### src/rtl/clk_pkg.sv
// clk_pkg: shared definitions for the 12-hour clock time-set controller.
//   - mode state encoding (2'b11 is never entered and recovers to RUN)
//   - BCD reset time 12:00 and the seconds terminal value
//   - packed hh:mm BCD struct passed from the time core to the controller
package clk_pkg;

  localparam logic [1:0] ST_RUN      = 2'b00;
  localparam logic [1:0] ST_SET_HOUR = 2'b01;
  localparam logic [1:0] ST_SET_MIN  = 2'b10;

  localparam logic [3:0] RST_HOUR_TENS = 4'd1;
  localparam logic [3:0] RST_HOUR_ONES = 4'd2;
  localparam logic [3:0] RST_MIN_TENS  = 4'd0;
  localparam logic [3:0] RST_MIN_ONES  = 4'd0;

  localparam logic [5:0] SEC_MAX = 6'd59;

  typedef struct packed {
    logic [3:0] hour_tens;
    logic [3:0] hour_ones;
    logic [3:0] min_tens;
    logic [3:0] min_ones;
  } bcd_time_t;

  // Mode button cycles RUN -> SET_HOUR -> SET_MIN -> RUN; anything else goes to RUN.
  function automatic logic [1:0] next_mode_state(input logic [1:0] st);
    case (st)
      ST_RUN:      return ST_SET_HOUR;
      ST_SET_HOUR: return ST_SET_MIN;
      default:     return ST_RUN;
    endcase
  endfunction

endpackage

### src/rtl/bcd12_time_core.sv
// bcd12_time_core: BCD hh:mm, binary seconds and AM/PM flag of a 12-hour clock.
// Ports:
//   clk, reset         clock, asynchronous active-high reset (time 12:00 AM)
//   inc_sec_i          one-second strobe (seconds 0..59 wrap)
//   inc_min_carry_i    minute increment that carries into the hour on 59 -> 00
//   inc_min_nocarry_i  minute increment that wraps 59 -> 00 without touching hours
//   inc_hour_i         hour increment (12 -> 01, 11 -> 12 toggles pm)
//   clr_sec_i          force seconds to 0 (has priority over inc_sec_i)
//   sec_max_o          seconds currently at 59
//   time_o, pm_o       registered time and PM flag
module bcd12_time_core
  import clk_pkg::*;
(
  input  logic      clk,
  input  logic      reset,
  input  logic      inc_sec_i,
  input  logic      inc_min_carry_i,
  input  logic      inc_min_nocarry_i,
  input  logic      inc_hour_i,
  input  logic      clr_sec_i,
  output logic      sec_max_o,
  output bcd_time_t time_o,
  output logic      pm_o
);

  bcd_time_t  time_q, time_d;
  logic [5:0] sec_q, sec_d;
  logic       pm_q, pm_d;
  logic       min_wrap;
  logic       hour_step;

  assign min_wrap  = (time_q.min_tens == 4'd5) && (time_q.min_ones == 4'd9);
  // Only the carrying minute increment may roll over into the hour.
  assign hour_step = inc_hour_i | (inc_min_carry_i & min_wrap);
  assign sec_max_o = (sec_q == SEC_MAX);

  always_comb begin
    time_d = time_q;
    sec_d  = sec_q;
    pm_d   = pm_q;

    if (clr_sec_i) begin
      sec_d = '0;
    end else if (inc_sec_i) begin
      sec_d = (sec_q == SEC_MAX) ? 6'd0 : sec_q + 6'd1;
    end

    if (inc_min_carry_i || inc_min_nocarry_i) begin
      if (time_q.min_ones == 4'd9) begin
        time_d.min_ones = 4'd0;
        time_d.min_tens = min_wrap ? 4'd0 : time_q.min_tens + 4'd1;
      end else begin
        time_d.min_ones = time_q.min_ones + 4'd1;
      end
    end

    if (hour_step) begin
      if (time_q.hour_tens == 4'd1 && time_q.hour_ones == 4'd2) begin
        time_d.hour_tens = 4'd0;
        time_d.hour_ones = 4'd1;
      end else if (time_q.hour_ones == 4'd9) begin
        time_d.hour_tens = 4'd1;
        time_d.hour_ones = 4'd0;
      end else begin
        time_d.hour_ones = time_q.hour_ones + 4'd1;
      end
      // AM/PM flips on the 11 -> 12 step, not on 12 -> 01.
      if (time_q.hour_tens == 4'd1 && time_q.hour_ones == 4'd1) begin
        pm_d = ~pm_q;
      end
    end
  end

  always_ff @(posedge clk or posedge reset) begin
    if (reset) begin
      time_q.hour_tens <= RST_HOUR_TENS;
      time_q.hour_ones <= RST_HOUR_ONES;
      time_q.min_tens  <= RST_MIN_TENS;
      time_q.min_ones  <= RST_MIN_ONES;
      sec_q            <= '0;
      pm_q             <= 1'b0;
    end else begin
      time_q <= time_d;
      sec_q  <= sec_d;
      pm_q   <= pm_d;
    end
  end

  assign time_o = time_q;
  assign pm_o   = pm_q;

endmodule

### src/rtl/clk_time_set_ctrl.sv
// clk_time_set_ctrl: mode controller and time sequencer for a 12-hour clock.
// Ports:
//   clk, reset                   system clock, asynchronous active-high reset
//   btn_mode, btn_inc            debounced buttons, asynchronous to clk
//   digit1_min .. digit4_hour    BCD mm:hh digits (ones of minutes first)
//   pm                           1 = PM
//   setting                      1 while in SET_HOUR or SET_MIN
//   blink_mask                   bit i blanks digit i+1 during set-mode blink
//   sec_tick                     one-cycle pulse per elapsed second in RUN
// All outputs come straight from flops.
module clk_time_set_ctrl
  import clk_pkg::*;
#(
  parameter int unsigned TICKS_PER_SEC = 100_000_000,
  parameter int unsigned BLINK_DIV     = 25_000_000
) (
  input  logic       clk,
  input  logic       reset,
  input  logic       btn_mode,
  input  logic       btn_inc,
  output logic [3:0] digit1_min,
  output logic [3:0] digit2_min,
  output logic [3:0] digit3_hour,
  output logic [3:0] digit4_hour,
  output logic       pm,
  output logic       setting,
  output logic [3:0] blink_mask,
  output logic       sec_tick
);

  localparam int unsigned PRESC_W = (TICKS_PER_SEC > 1) ? $clog2(TICKS_PER_SEC) : 1;
  localparam int unsigned BLINK_W = (BLINK_DIV > 1) ? $clog2(BLINK_DIV) : 1;
  localparam logic [PRESC_W-1:0] PRESC_LAST = PRESC_W'(TICKS_PER_SEC - 1);
  localparam logic [BLINK_W-1:0] BLINK_LAST = BLINK_W'(BLINK_DIV - 1);

  // Button synchronizers and rising-edge detect; bit 0 = mode, bit 1 = inc.
  logic [1:0] btn_raw;
  logic [1:0] sync1_q, sync2_q, prev_q;
  logic [1:0] btn_ev;
  logic       mode_ev, inc_ev;

  logic [1:0]         state_q, state_d;
  logic [PRESC_W-1:0] presc_q, presc_d;
  logic [BLINK_W-1:0] blink_cnt_q, blink_cnt_d;
  logic               phase_q, phase_d;
  logic               setting_q;
  logic [3:0]         blink_mask_q, blink_mask_d;
  logic               sec_tick_q;

  logic       in_run;
  logic       tick;
  logic       sec_max;
  bcd_time_t  cur_time;
  logic       cur_pm;

  assign btn_raw = {btn_inc, btn_mode};
  assign btn_ev  = sync2_q & ~prev_q;
  assign mode_ev = btn_ev[0];
  // A mode event in the same cycle swallows any inc event.
  assign inc_ev  = btn_ev[1] & ~mode_ev;

  assign in_run = (state_q == ST_RUN);
  assign tick   = in_run && (presc_q == PRESC_LAST);

  always_comb begin
    if (mode_ev) begin
      state_d = next_mode_state(state_q);
    end else if (state_q == ST_RUN || state_q == ST_SET_HOUR || state_q == ST_SET_MIN) begin
      state_d = state_q;
    end else begin
      state_d = ST_RUN;
    end
  end

  // Prescaler only runs in RUN; held at 0 in set modes so leaving SET_MIN
  // restarts a full second.
  always_comb begin
    presc_d = '0;
    if (in_run) begin
      presc_d = (presc_q == PRESC_LAST) ? '0 : presc_q + PRESC_W'(1);
    end
  end

  // Blink restarts visible on every state change and on every accepted inc.
  always_comb begin
    blink_cnt_d = '0;
    phase_d     = 1'b0;
    if (state_d != ST_RUN && !mode_ev && !inc_ev) begin
      if (blink_cnt_q == BLINK_LAST) begin
        phase_d = ~phase_q;
      end else begin
        blink_cnt_d = blink_cnt_q + BLINK_W'(1);
        phase_d     = phase_q;
      end
    end
  end

  always_comb begin
    case (state_d)
      ST_SET_HOUR: blink_mask_d = {phase_d, phase_d, 2'b00};
      ST_SET_MIN:  blink_mask_d = {2'b00, phase_d, phase_d};
      default:     blink_mask_d = 4'b0000;
    endcase
  end

  always_ff @(posedge clk or posedge reset) begin
    if (reset) begin
      sync1_q      <= '0;
      sync2_q      <= '0;
      prev_q       <= '0;
      state_q      <= ST_RUN;
      presc_q      <= '0;
      blink_cnt_q  <= '0;
      phase_q      <= 1'b0;
      setting_q    <= 1'b0;
      blink_mask_q <= '0;
      sec_tick_q   <= 1'b0;
    end else begin
      sync1_q      <= btn_raw;
      sync2_q      <= sync1_q;
      prev_q       <= sync2_q;
      state_q      <= state_d;
      presc_q      <= presc_d;
      blink_cnt_q  <= blink_cnt_d;
      phase_q      <= phase_d;
      setting_q    <= (state_d != ST_RUN);
      blink_mask_q <= blink_mask_d;
      sec_tick_q   <= tick;
    end
  end

  bcd12_time_core u_core (
    .clk               (clk),
    .reset             (reset),
    .inc_sec_i         (tick),
    .inc_min_carry_i   (tick & sec_max),
    .inc_min_nocarry_i (inc_ev && (state_q == ST_SET_MIN)),
    .inc_hour_i        (inc_ev && (state_q == ST_SET_HOUR)),
    .clr_sec_i         (~in_run),
    .sec_max_o         (sec_max),
    .time_o            (cur_time),
    .pm_o              (cur_pm)
  );

  assign digit1_min  = cur_time.min_ones;
  assign digit2_min  = cur_time.min_tens;
  assign digit3_hour = cur_time.hour_ones;
  assign digit4_hour = cur_time.hour_tens;
  assign pm          = cur_pm;
  assign setting     = setting_q;
  assign blink_mask  = blink_mask_q;
  assign sec_tick    = sec_tick_q;

endmodule

### config.mk
export PLATFORM = sky130hd
export DESIGN_NAME = clk_time_set_ctrl
export DESIGN_NICKNAME = d
export VERILOG_FILES = /design/src/rtl/clk_pkg.sv /design/src/rtl/bcd12_time_core.sv /design/src/rtl/clk_time_set_ctrl.sv
export SDC_FILE = /design/constraint.sdc
export NUM_CORES = 1
export LEC_CHECK = 0
export ABC_CLOCK_PERIOD_IN_PS = 3100
export CAP_MARGIN = 20
export CORE_ASPECT_RATIO = 0.9
export CORE_MARGIN = 5
export CORE_UTILIZATION = 25
export CTS_BUF_LIST = sky130_fd_sc_hd__clkbuf_16
export DETAILED_ROUTE_END_ITERATION = 7
export GPL_ROUTABILITY_DRIVEN = 0
export PLACE_DENSITY_LB_ADDON = 0.3
export SYNTH_ARGS = -nofsm -noshare
export SYNTH_HDL_FRONTEND = slang
export SYNTH_SLANG_ARGS = --single-unit
### constraint.sdc
create_clock -name clk -period 3.1 [get_ports clk]
set_input_delay 0.93 -clock clk [delete_from_list [all_inputs] [get_ports clk]]
set_output_delay 0.93 -clock clk [all_outputs]
set_load 0.005 [all_outputs]
==> results of run 1 <==
[sequential cells by signal (all words and copies together), names as in the netlist]
| register | flops |
|---|---|
| sec_tick | 1 |
| sync1_q | 2 |
| blink_cnt_q | 25 |
| blink_mask | 2 |
| u_core.time_o | 13 |
| sync2_q | 2 |
| setting | 1 |
| state_q | 2 |
| u_core.pm_o | 1 |
| phase_q | 1 |
| prev_q | 2 |
| presc_q | 27 |
| u_core.sec_q | 6 |
[report_power, final]
part | internal [mW] | total, mW | leakage [nW] | switching [mW]
Sequential | 1.19 | 1.30 | 1.15 | 0.111
Clock | 0.553 | 1.03 | 0.129 | 0.473
Combinational | 0.205 | 0.503 | 0.840 | 0.298
Total | 1.95 | 2.83 | 2.12 | 0.882
[cell type report]
type	count	share of cell area
clock buffer	9	0.0439
clock inverter	7	0.0112
inverter	13	0.0102
multi-input combinational	315	0.398
sequential	85	0.415
tap	235	0.0573
timing repair buffer	33	0.0643
[synth_stat cells (all sizes together), types with 3 or more instances]
cell,count,area (um^2)
nor2,74,278
nor4,9,71.3
or3,3,18.8
nand4b,3,26.3
inv,13,48.8
xor2,33,289
mux2,5,56.3
o21ai,7,35.0
clkbuf,5,18.8
nand2,22,82.6
and4,4,37.5
nand4,24,165
dfrtp,83,2080
buf,12,78.8
or4,3,22.5
o211ai,3,22.5
a21oi,8,40.0
nor2b,4,25.0
and3,15,93.8
nor3,9,45.0
nand3,22,115
xnor2,22,193
ha,8,100
nand2b,3,18.8
nor4b,3,26.3
[cell usage in the layout, fill, tap and decap left out, types with 6 or more instances in the layout]
master / count
sky130_fd_sc_hd__nor3_1: 9
sky130_fd_sc_hd__inv_1: 12
sky130_fd_sc_hd__xnor2_1: 22
sky130_fd_sc_hd__nand2_1: 22
sky130_fd_sc_hd__nor4_1: 8
sky130_fd_sc_hd__xor2_1: 33
sky130_fd_sc_hd__nand4_1: 23
sky130_fd_sc_hd__buf_4: 8
sky130_fd_sc_hd__o21ai_0: 6
sky130_fd_sc_hd__nand3_1: 21
sky130_fd_sc_hd__clkdlybuf4s50_1: 23
sky130_fd_sc_hd__a21oi_1: 8
sky130_fd_sc_hd__and3_1: 15
sky130_fd_sc_hd__nor2_1: 74
sky130_fd_sc_hd__clkbuf_16: 9
sky130_fd_sc_hd__dfrtp_1: 83
sky130_fd_sc_hd__ha_1: 8
[per-stage QoR]
step	instances	worst slack (ns)	utilization	cell area, um^2	total power [mW]
global placement	681	0.822	0.286	4850	1.82
CTS	697	0.725	0.303	5130	2.88
detailed placement	681	0.814	0.286	4850	1.83
floorplan	431	0.969	-	4340	1.65
global route	697	0.540	0.303	5130	3.00
finish	697	0.753	0.303	5130	2.83
[routing by layer]
metal | global-route usage | part of all wire | vias up
met5 | 0 | 0 | -
met4 | 0.0277 | 0.015 | 0
met3 | 0.0302 | 0.041 | 11
met2 | 0.139 | 0.44 | 46
met1 | 0.129 | 0.51 | 1521
li1 | - | - | 1552
[cells by family after synthesis]
logic type                 count (synthesis)  share of synthesized area
xor gates and xnor gates                  55                      0.111
DFF                                       85                      0.492
and+or+nand+nor                          213                      0.273
muxes                                      5                     0.0130
other                                      1                   0.000867
buffers and inverters                     31                     0.0365
adders and majority gates                  8                     0.0231
AOI/OAI and AO/OA                         31                     0.0498
[how the worst min path moves through the flow]
| stage | from | end | slack (ns) | cells past startpoint |
|---|---|---|---|---|
| 2_1_floorplan | sync1_q[0] | sync2_q[0] | 0.33 | 0 |
| 3_3_place_gp | sync1_q[0] | sync2_q[0] | 0.34 | 0 |
| 3_5_place_dp | sync1_q[0] | sync2_q[0] | 0.33 | 0 |
| 4_1_cts | sync1_q[0] | sync2_q[0] | 0.35 | 0 |
| 5_1_grt | sync1_q[0] | sync2_q[0] | 0.36 | 0 |
| 6_report | sync1_q[0] | sync2_q[0] | 0.35 | 0 |
==> metrics.log, run 1 <==
[metrics] mean area per synthesized cell: 10.1 um^2
[metrics] Ys Warns: 0
[metrics] maximum root-to-sink buffer count: 2
[metrics] residual DRC count: 0
[metrics] number of top-level pins: 27
[metrics] library cells used by synthesis: 60
[metrics] Syn Std Cell Area: 4320 um^2
[metrics] achievable frequency: 426 MHz
[metrics] unrepaired setup endpoints after global routing: false
[metrics] insertion delay of the later-clocked pin in the worst-skew pair: 0.34 ns
[metrics] number of hold buffers added after cts: 0
[metrics] number of global-route vias before repair: 3015
[metrics] Setup Fix Bufs, Post-CTS: 0
[metrics] max capacitance violation total: 0
[metrics] critical path peak fanout: 8
[metrics] wire length of the first global-routing pass: 15100 um
[metrics] total of flip-flops plus latches after synthesis: 85
[metrics] Post-Syn Instances: 429
[metrics] worst reg2reg endpoint: blink_mask[1]
[metrics] shortest period the worst path allows: 2.35 ns
[metrics] final worst path period share: 0.757
[metrics] Worst Clk Skew: 0.00537 ns
[metrics] Setup-failing EPs final: 0
[metrics] startpoint of the worst setup timing path: u_core.time_o[1]
[metrics] count of standard-cell rows: 45
[metrics] Worst Path Arrival: 1.42 ns
[metrics] ant diodes: 0
[metrics] initial DRC count: 163
[metrics] post-DR wirelength/cell: 12.6 um
[metrics] number of flops mapped to enable cells by yosys: 0
[metrics] Die W: 149 um
[metrics] Total Neg Setup Slack: 0 ns
[metrics] GRT Overall Usage: 0.0932
[metrics] Power Density: 551 nW/um^2
[metrics] worst setup path endpoint: digit1_min[1]
[metrics] WP depth: 1
[metrics] net count of the finished layout: 469
[metrics] Area growth, synth to finish: 18.7%
[metrics] remaining global-route overflow: 0
[metrics] fraction of layout cells with a size suffix above 1: 0.102
[metrics] number of antenna violations at the first check in global routing: 0
[metrics] leakage: 2.12 nW
[metrics] critical setup path kind: flip-flop to primary output
[metrics] pin slew with the least headroom to its limit: 0.569 ns
[metrics] async set-reset flop share out of synthesis: 1.00
[metrics] Worst R2R Setup Slack: 0.81 ns
[metrics] kind of end point of the critical path: primary output
[metrics] Worst Path Buf+Inv: 1
[metrics] Antenna Nets Post-Route: 0
[metrics] # resized after CTS: 0
[metrics] count of input and output buffers: 23
[metrics] relative slew slack: 0.618
[metrics] Data required, critical path: 2.17 ns
[metrics] worst hold slack: 0.348 ns
[metrics] type of the worst min-delay path: flip-flop to flip-flop
[metrics] area used by sequential logic in the layout: 2130 um^2
[metrics] status: finished, final reports clean
[metrics] endpoints failing hold: 0
[metrics] Root Buffer: sky130_fd_sc_hd__clkbuf_16
[metrics] clock transition at the register clock pins on the worst setup and hold paths after CTS: 0.07 ns
[metrics] CTS H-tree lvls: 3
[metrics] Max VDD drop: 290 uV
[metrics] family with the most delay on the worst path: buffers and inverters
[metrics] number of sinks on the clock net: 85
[metrics] Initial Utilization: 0.255
[metrics] nature of the critical path startpoint: flip-flop
[metrics] area used by multi-input combinational logic: 2040 um^2
[metrics] height of the die: 135 um
[metrics] pin count of the biggest net entering global routing: 26
[metrics] worst-path cell chain: clkdlybuf4s50_1
[metrics] Total Routed Length: 8820 um
[metrics] placed wire-length estimate after detailed placement: 6100 um
[metrics] core area: 16900 um^2
[metrics] number of CTS-inserted buffers: 9
[metrics] TritonCTS clock tree: built
[metrics] share of the yosys chip area belonging to registers: 0.492
[metrics] Slowest-stage cell, CP: sky130_fd_sc_hd__clkdlybuf4s50_1
[metrics] top_reg_cell synth: sky130_fd_sc_hd__dfrtp_1
[metrics] total number of vias: 3130
[metrics] worst flop-to-flop path startpoint: blink_cnt_q[0]
[metrics] Die Area: 20000 um^2
[metrics] vias per inst: 4.49
[metrics] DR pass1 iterations: 4
[metrics] cell count of the worst reg-to-reg path: 5
[metrics] CP peak stage delay: 0.56 ns
[metrics] number of fill cells in the layout: 1754
[metrics] Final Slew Violations: 0
(Power assumes the default switching activity.)
==> run 2, diff against run 1 <==
--- a/config.mk
+++ b/config.mk
@@ -5,7 +5,7 @@
 export SDC_FILE = /design/constraint.sdc
 export NUM_CORES = 1
 export LEC_CHECK = 0
-export ABC_CLOCK_PERIOD_IN_PS = 3100
+export ABC_CLOCK_PERIOD_IN_PS = 2300
 export CAP_MARGIN = 20
 export CORE_ASPECT_RATIO = 0.9
 export CORE_MARGIN = 5
==> constraint.sdc (replaced) <==
create_clock -name clk -period 2.3 [get_ports clk]
set_input_delay 0.69 -clock clk [delete_from_list [all_inputs] [get_ports clk]]
set_output_delay 0.69 -clock clk [all_outputs]
set_load 0.005 [all_outputs]
==> run 2 against run 1 <==
Clock power increased by 36%. Setup slack got worse by 0.67 ns. Global-route usage about the same. Via count increased by 1.2%. First-iteration DRC count decreased by 33%. Critical endpoint is now u_core.time_o[11]. Critical path depth increased by 4. Sequential power increased by 35%. Hold slack got worse by 0.0055 ns. Core utilization increased by 0.72 points.
==> metrics.log, run 2 (synthesis gave the netlist of run 1 again) <==
[metrics] worst-path cell chain: or4b_4 > nor4_4 > nand4_4 > a21o_1 > a221o_1
[metrics] critical path peak fanout: 8 (unchanged)
[metrics] area used by sequential logic in the layout: 2130 um^2 (unchanged)
[metrics] clock transition at the register clock pins on the worst setup and hold paths after CTS: 0.06 ns (about the same)
[metrics] Initial Utilization: 0.255 (unchanged)
[metrics] worst hold slack: 0.343 ns (-0.00547 ns)
[metrics] global-route track usage on met3: 0.0282 (-0.00201)
[metrics] number of hold buffers added after cts: 0 (unchanged)
[metrics] number of global-route vias before repair: 3183 (+5.6%)
[metrics] core area: 16900 um^2 (unchanged)
[metrics] endpoints failing hold: 0 (unchanged)
[metrics] Slowest-stage cell, CP: sky130_fd_sc_hd__or4b_4
[metrics] Final Slew Violations: 0 (unchanged)
[metrics] pre-CTS setup slack: 0.0581 ns (-0.756 ns)
[metrics] commonest cells after routing, fill and taps aside: sky130_fd_sc_hd__dfrtp_1, sky130_fd_sc_hd__nor2_1, sky130_fd_sc_hd__xor2_1
[metrics] Total Routed Length: 8960 um (+1.6%)
[metrics] Most Used Layer, Global Route: met2
[metrics] insertion delay of the later-clocked pin in the worst-skew pair: 0.34 ns (about the same)
[metrics] ant diodes: 0 (unchanged)
[metrics] max capacitance violation total: 0 (unchanged)
[metrics] met2 Use GR: 0.141 (+0.00202)
[metrics] achievable frequency: 451 MHz
[metrics] DR pass1 iterations: 4 (unchanged)
[metrics] net count of the finished layout: 481 (+2.6%)
[metrics] number of antenna violations at the first check in global routing: 0 (unchanged)
[metrics] number of top-level pins: 27 (unchanged)
[metrics] remaining global-route overflow: 0 (unchanged)
[metrics] unrepaired setup endpoints after global routing: false
[metrics] placed wire-length estimate after detailed placement: 6210 um (+1.7%)
[metrics] maximum root-to-sink buffer count: 2 (unchanged)
[metrics] Worst Clk Skew: 0.00570 ns (+0.000329 ns)
[metrics] type of the worst min-delay path: flip-flop to flip-flop
[metrics] kind of end point of the critical path: flip-flop
[metrics] pin count of the biggest net entering global routing: 33 (+27%)
[metrics] Final Total Pwr: 3.91 mW (+38%)
[metrics] status: finished, final reports clean
[metrics] wire length of the first global-routing pass: 15400 um (+2.2%)
[metrics] final worst path period share: 0.965
[metrics] Data required, critical path: 2.52 ns (+0.35 ns)
[metrics] Antenna Nets Post-Route: 0 (unchanged)
[metrics] most flop-heavy register: presc_q
[metrics] TritonCTS clock tree: built
[metrics] nature of the critical path startpoint: flip-flop
[metrics] Die W: 149 um (unchanged)
[metrics] Power Density: 744 nW/um^2 (+35%)
[metrics] count of input and output buffers: 23 (unchanged)
[metrics] number of sinks on the clock net: 85 (unchanged)
[metrics] Worst Path Arrival: 2.44 ns (+1.02 ns)
[metrics] leakage: 2.21 nW (+4.3%)
[metrics] number of fill cells in the layout: 1760 (+0.34%)
[metrics] Total Neg Setup Slack: 0 ns (unchanged)
[metrics] residual DRC count: 0 (unchanged)
[metrics] Setup-failing EPs final: 0 (unchanged)
[metrics] shortest period the worst path allows: 2.22 ns
[metrics] number of CTS-inserted buffers: 9 (unchanged)
[metrics] Area growth, synth to finish: 21.5%
[metrics] most common cell after layout, fill and taps aside: sky130_fd_sc_hd__dfrtp_1
[metrics] height of the die: 135 um (unchanged)
[metrics] Die Area: 20000 um^2 (unchanged)
[metrics] GRT Overall Usage: 0.0936 (+0.000393)
[metrics] met1 usage in global routing: 0.129 (-0.000553)
[metrics] CTS H-tree lvls: 3 (unchanged)
[metrics] critical setup path kind: flip-flop to flip-flop
[metrics] vias per inst: 4.47 (-0.47%)
[metrics] slack of the critical path: 0.0805 ns (-0.673 ns)
[metrics] fraction of layout cells with a size suffix above 1: 0.124 (+0.0227)
[metrics] Root Buffer: sky130_fd_sc_hd__clkbuf_16
[metrics] Max VDD drop: 329 uV (+13%)
[metrics] flip-flop count of the largest register after layout: 27 (unchanged)
[metrics] count of standard-cell rows: 45 (unchanged)
[metrics] post-DR wirelength/cell: 12.6 um (-0.13%)
[metrics] total number of vias: 3169 (+1.2%)
[metrics] CP peak stage delay: 0.55 ns (about the same)
[metrics] area used by multi-input combinational logic: 2050 um^2 (+0.18%)
[metrics] initial DRC count: 110 (-33%)
[run 2: stage by stage]
stage / util / cells / cell area [um^2]
after detailed placement: 0.293 / 693 / 4970
after global placement: 0.293 / 693 / 4970
after global routing: 0.310 / 709 / 5260
after CTS: 0.310 / 709 / 5250
final: 0.310 / 709 / 5260
after floorplan: - / 431 / 4340
[run 2: final cells by class]
cell class	instances	share of cell area
sequential	85	0.405
multi-input combinational	315	0.390
timing repair buffer	45	0.0848
tap	235	0.0560
clock buffer	9	0.0429
clock inverter	7	0.0114
inverter	13	0.0100
[run 2: path summary, 6_finish.rpt]
kind	startpoint	end	slack [ns]	cells after the start
min in group asynchronous	reset	blink_cnt_q[9]	0.70	2
max in group asynchronous	reset	u_core.time_o[12]	1.04	3
hold reg to reg	sync1_q[0]	sync2_q[0]	0.34	0
setup / recovery	presc_q[9]	u_core.time_o[11]	0.08	5
hold / removal	sync1_q[0]	sync2_q[0]	0.34	0
setup reg to reg	presc_q[9]	u_core.time_o[11]	0.08	5
[run 2: power by group]
part | internal, mW | leakage, nW | switching (mW)
clock | 0.827 | 0.148 | 0.570
combinational | 0.335 | 0.913 | 0.423
sequential | 1.61 | 1.15 | 0.151
[run 2: worst max-delay path: cells and delay by family, from the launching register on]
family	cells	cell delay (ns)
AO/OA/AOI/OAI	2	0.55
flip-flops	1	0.43
AND/OR/NAND/NOR	3	1.12
[run 2: layer usage]
metal / share of wire / vias to the layer above / wire length [um]
met2: 0.45 / 39 / 3990
met4: 0.011 / 0 / 95
li1: - / 1572 / -
met3: 0.037 / 7 / 331
met5: 0 / - / 0
met1: 0.51 / 1551 / 4540
[run 2: timing repair]
| item | 4_1_cts | 5_1_grt |
|---|---|---|
| resized for setup | 0 | 2 |
| setup buffers | 0 | 0 |
| endpoints found under the setup margin | 0 | 4 |
==> run 3, diff against run 2 <==
--- a/config.mk
+++ b/config.mk
@@ -9,7 +9,7 @@
 export CAP_MARGIN = 20
 export CORE_ASPECT_RATIO = 0.9
 export CORE_MARGIN = 5
-export CORE_UTILIZATION = 25
+export CORE_UTILIZATION = 59
 export CTS_BUF_LIST = sky130_fd_sc_hd__clkbuf_16
 export DETAILED_ROUTE_END_ITERATION = 7
 export GPL_ROUTABILITY_DRIVEN = 0
==> run 3 against run 2 <==
Global-route usage rose by 11 points. Non-clock buffer count did not move. First-iteration DRC count up 88%. Critical path type unchanged.
==> metrics.log, run 3 (synthesis gave the netlist of run 1 again) <==
[metrics] unrepaired setup endpoints after global routing: false
[metrics] remaining global-route overflow: 0 (unchanged)
[metrics] Total Routed Length: 8610 um (-3.9%)
[metrics] count of standard-cell rows: 29 (-36%)
[metrics] family with the most delay on the worst path: simple AND/OR/NAND/NOR gates
[metrics] switching pwr: 1.17 mW (+2.5%)
[metrics] number of fill cells in the layout: 517 (-71%)
[metrics] achievable frequency: 452 MHz (+0.33%)
[metrics] Worst Clk Skew: 0.00855 ns (+0.00285 ns)
[metrics] Root Buffer: sky130_fd_sc_hd__clkbuf_16
[metrics] HP Start: sync1_q[1]
[metrics] number of hold buffers added after cts: 0 (unchanged)
[metrics] count of input and output buffers: 23 (unchanged)
[metrics] Data required, critical path: 2.52 ns (about the same)
[metrics] CP peak stage delay: 0.55 ns (about the same)
[metrics] relative slew slack: 0.647
[metrics] max capacitance violation total: 0 (unchanged)
[metrics] Max VDD drop: 507 uV (+54%)
[metrics] insertion delay of the later-clocked pin in the worst-skew pair: 0.34 ns (about the same)
[metrics] startpoint of the worst setup timing path: presc_q[9]
[metrics] commonest cells after routing, fill and taps aside: sky130_fd_sc_hd__dfrtp_1, sky130_fd_sc_hd__nor2_1, sky130_fd_sc_hd__xor2_1
[metrics] vias per inst: 5.70 (+28%)
[metrics] maximum root-to-sink buffer count: 2 (unchanged)
[metrics] Die W: 100 um (-33%)
[metrics] Slowest-stage cell, CP: sky130_fd_sc_hd__or4b_4
[metrics] Antenna Nets Post-Route: 0 (unchanged)
[metrics] Die Area: 9140 um^2 (-54%)
[metrics] share of total power consumed by net switching: 0.304 (+0.0121)
[metrics] kind of end point of the critical path: flip-flop
[metrics] area of all placed cells without fillers: 5070 um^2 (-3.5%)
[metrics] Worst Path Buf+Inv: 0 (unchanged)
[metrics] pin slew with the least headroom to its limit: 0.522 ns
[metrics] Worst Path Arrival: 2.43 ns (about the same)
[metrics] core area: 7110 um^2 (-58%)
[metrics] worst-path cell chain: or4b_4 > nor4_4 > nand4_4 > a21o_1 > a221o_1
[metrics] number of top-level pins: 27 (unchanged)
[metrics] fraction of layout cells with a size suffix above 1: 0.127 (+0.00211)
[metrics] residual DRC count: 0 (unchanged)
[metrics] leakage: 2.20 nW (-0.76%)
[metrics] GRT Overall Usage: 0.201 (+0.108)
[metrics] initial DRC count: 207 (+88%)
[metrics] Internal: 2.68 mW (-3.2%)
[metrics] most common cell after layout, fill and taps aside: sky130_fd_sc_hd__dfrtp_1
[metrics] wire length of the first global-routing pass: 15200 um (-1.5%)
[metrics] final worst path period share: 0.962 (-0.00315)
[metrics] critical path peak fanout: 6 (-2)
[metrics] post-DR wirelength/cell: 15.2 um (+20%)
[metrics] most flop-heavy register: presc_q
[metrics] clock share of power: 0.346 (-0.011)
[metrics] flip-flop count of the largest register after layout: 27 (unchanged)
[metrics] TritonCTS clock tree: built
[metrics] sequential share of power: 0.457 (+0.008)
[metrics] number of antenna violations at the first check in global routing: 0 (unchanged)
[metrics] total number of vias: 3232 (+2.0%)
[metrics] status: finished, final reports clean
[metrics] placed cell area: 4770 um^2 (-3.9%)
[metrics] pin count of the biggest net entering global routing: 45 (+36%)
[metrics] placed wire-length estimate after detailed placement: 5840 um (-6.0%)
[metrics] number of sinks on the clock net: 85 (unchanged)
[metrics] clock transition at the register clock pins on the worst setup and hold paths after CTS: 0.06 ns (about the same)
[metrics] Area growth, synth to finish: 17.3%
[metrics] Total Neg Setup Slack: 0 ns (unchanged)
[metrics] number of global-route vias before repair: 3273 (+2.8%)
[metrics] critical setup path kind: flip-flop to flip-flop
[metrics] ant diodes: 0 (unchanged)
[metrics] net count of the finished layout: 481 (unchanged)
[metrics] Setup-failing EPs final: 0 (unchanged)
[metrics] Initial Utilization: 0.608 (+0.353)
[metrics] worst flop-to-flop path startpoint: presc_q[9]
[metrics] Power Density: 759 nW/um^2 (+2.0%)
[metrics] number of CTS-inserted buffers: 9 (unchanged)
[metrics] shortest period the worst path allows: 2.21 ns (-0.00724 ns)
[metrics] combinational power share: 0.196 (+0.002)
[metrics] Final Total Pwr: 3.85 mW (-1.5%)
[metrics] DR pass1 iterations: 4 (unchanged)
[metrics] type of the worst min-delay path: flip-flop to flip-flop
[metrics] height of the die: 91.2 um (-32%)
[metrics] endpoints failing hold: 0 (unchanged)
[metrics] nature of the critical path startpoint: flip-flop
[metrics] CTS H-tree lvls: 3 (unchanged)
[metrics] Final Slew Violations: 0 (unchanged)
run 3: changes by cell type in the layout (fill, tap and decap cells not counted), sizes merged:
cell / before / now
clkinv: 3 / 2
clkinvlp: 2 / 3
bufinv: 1 / 0
inv: 14 / 15
run 3: per-stage QoR:
| step | std cells | worst slack, ns | util | hold slack (ns) |
|---|---|---|---|---|
| final | 567 | 0.0877 | 0.713 | 0.356 |
| after detailed placement | 549 | 0.0272 | 0.671 | 0.345 |
| after CTS | 565 | 0.0224 | 0.710 | 0.359 |
| after global routing | 567 | 0.00688 | 0.713 | 0.366 |
| after floorplan | 431 | 0.169 | - | 0.331 |
| after global placement | 549 | 0.0913 | 0.671 | 0.337 |
run 3: worst reg2reg max path: cells and delay by family, from the launching register on:
kind	cells	cell delay (ns)
DFF	1	0.44
AOI/OAI and AO/OA	2	0.55
and+or+nand+nor	3	1.11
run 3: timing repair:
action,in CTS,in global routing
endpoints found under the setup margin,0,5
resized for setup,0,3
buffers inserted,0,2
run 3: path summary, 6_finish.rpt:
kind	end	slack, ns	cells past startpoint
max	u_core.time_o[11]	0.09	5
min reg2reg	sync2_q[1]	0.36	0
max reg2reg	u_core.time_o[11]	0.09	5
max in group asynchronous	u_core.time_o[12]	1.23	3
min in group asynchronous	blink_cnt_q[18]	0.80	3
min	sync2_q[1]	0.36	0
run 3: power by group through the flow:
stage	Combinational (mW)	Sequential [mW]	Clock, mW
final	0.755	1.76	1.33
after global routing	0.835	1.78	1.43
after CTS	0.760	1.76	1.36
after detailed placement	0.746	1.78	0
after global placement	0.729	1.77	0
after floorplan	0.477	1.74	0
run 3: cell type report:
class                   count  area (um^2)  share of cell area
flip-flops and latches     85         2130               0.420
multi-input cells         315         2050               0.405
repair buffers             45          445              0.0878
clock buffers               9          225              0.0444
well taps                  93          116              0.0229
inverters                  13         52.6              0.0104
clock inverters             7         50.0             0.00987
run 3: routing by layer:
metal  global-route usage  part of all wire  routed length [um]  vias to the layer above
met4               0.0572            0.0088                  76                        0
li1                     -                 -                   -                     1577
met1                0.276              0.47                4060                     1592
met2                0.317              0.49                4190                       55
met5                    0                 0                   0                        -
met3               0.0521             0.033                 281                        8
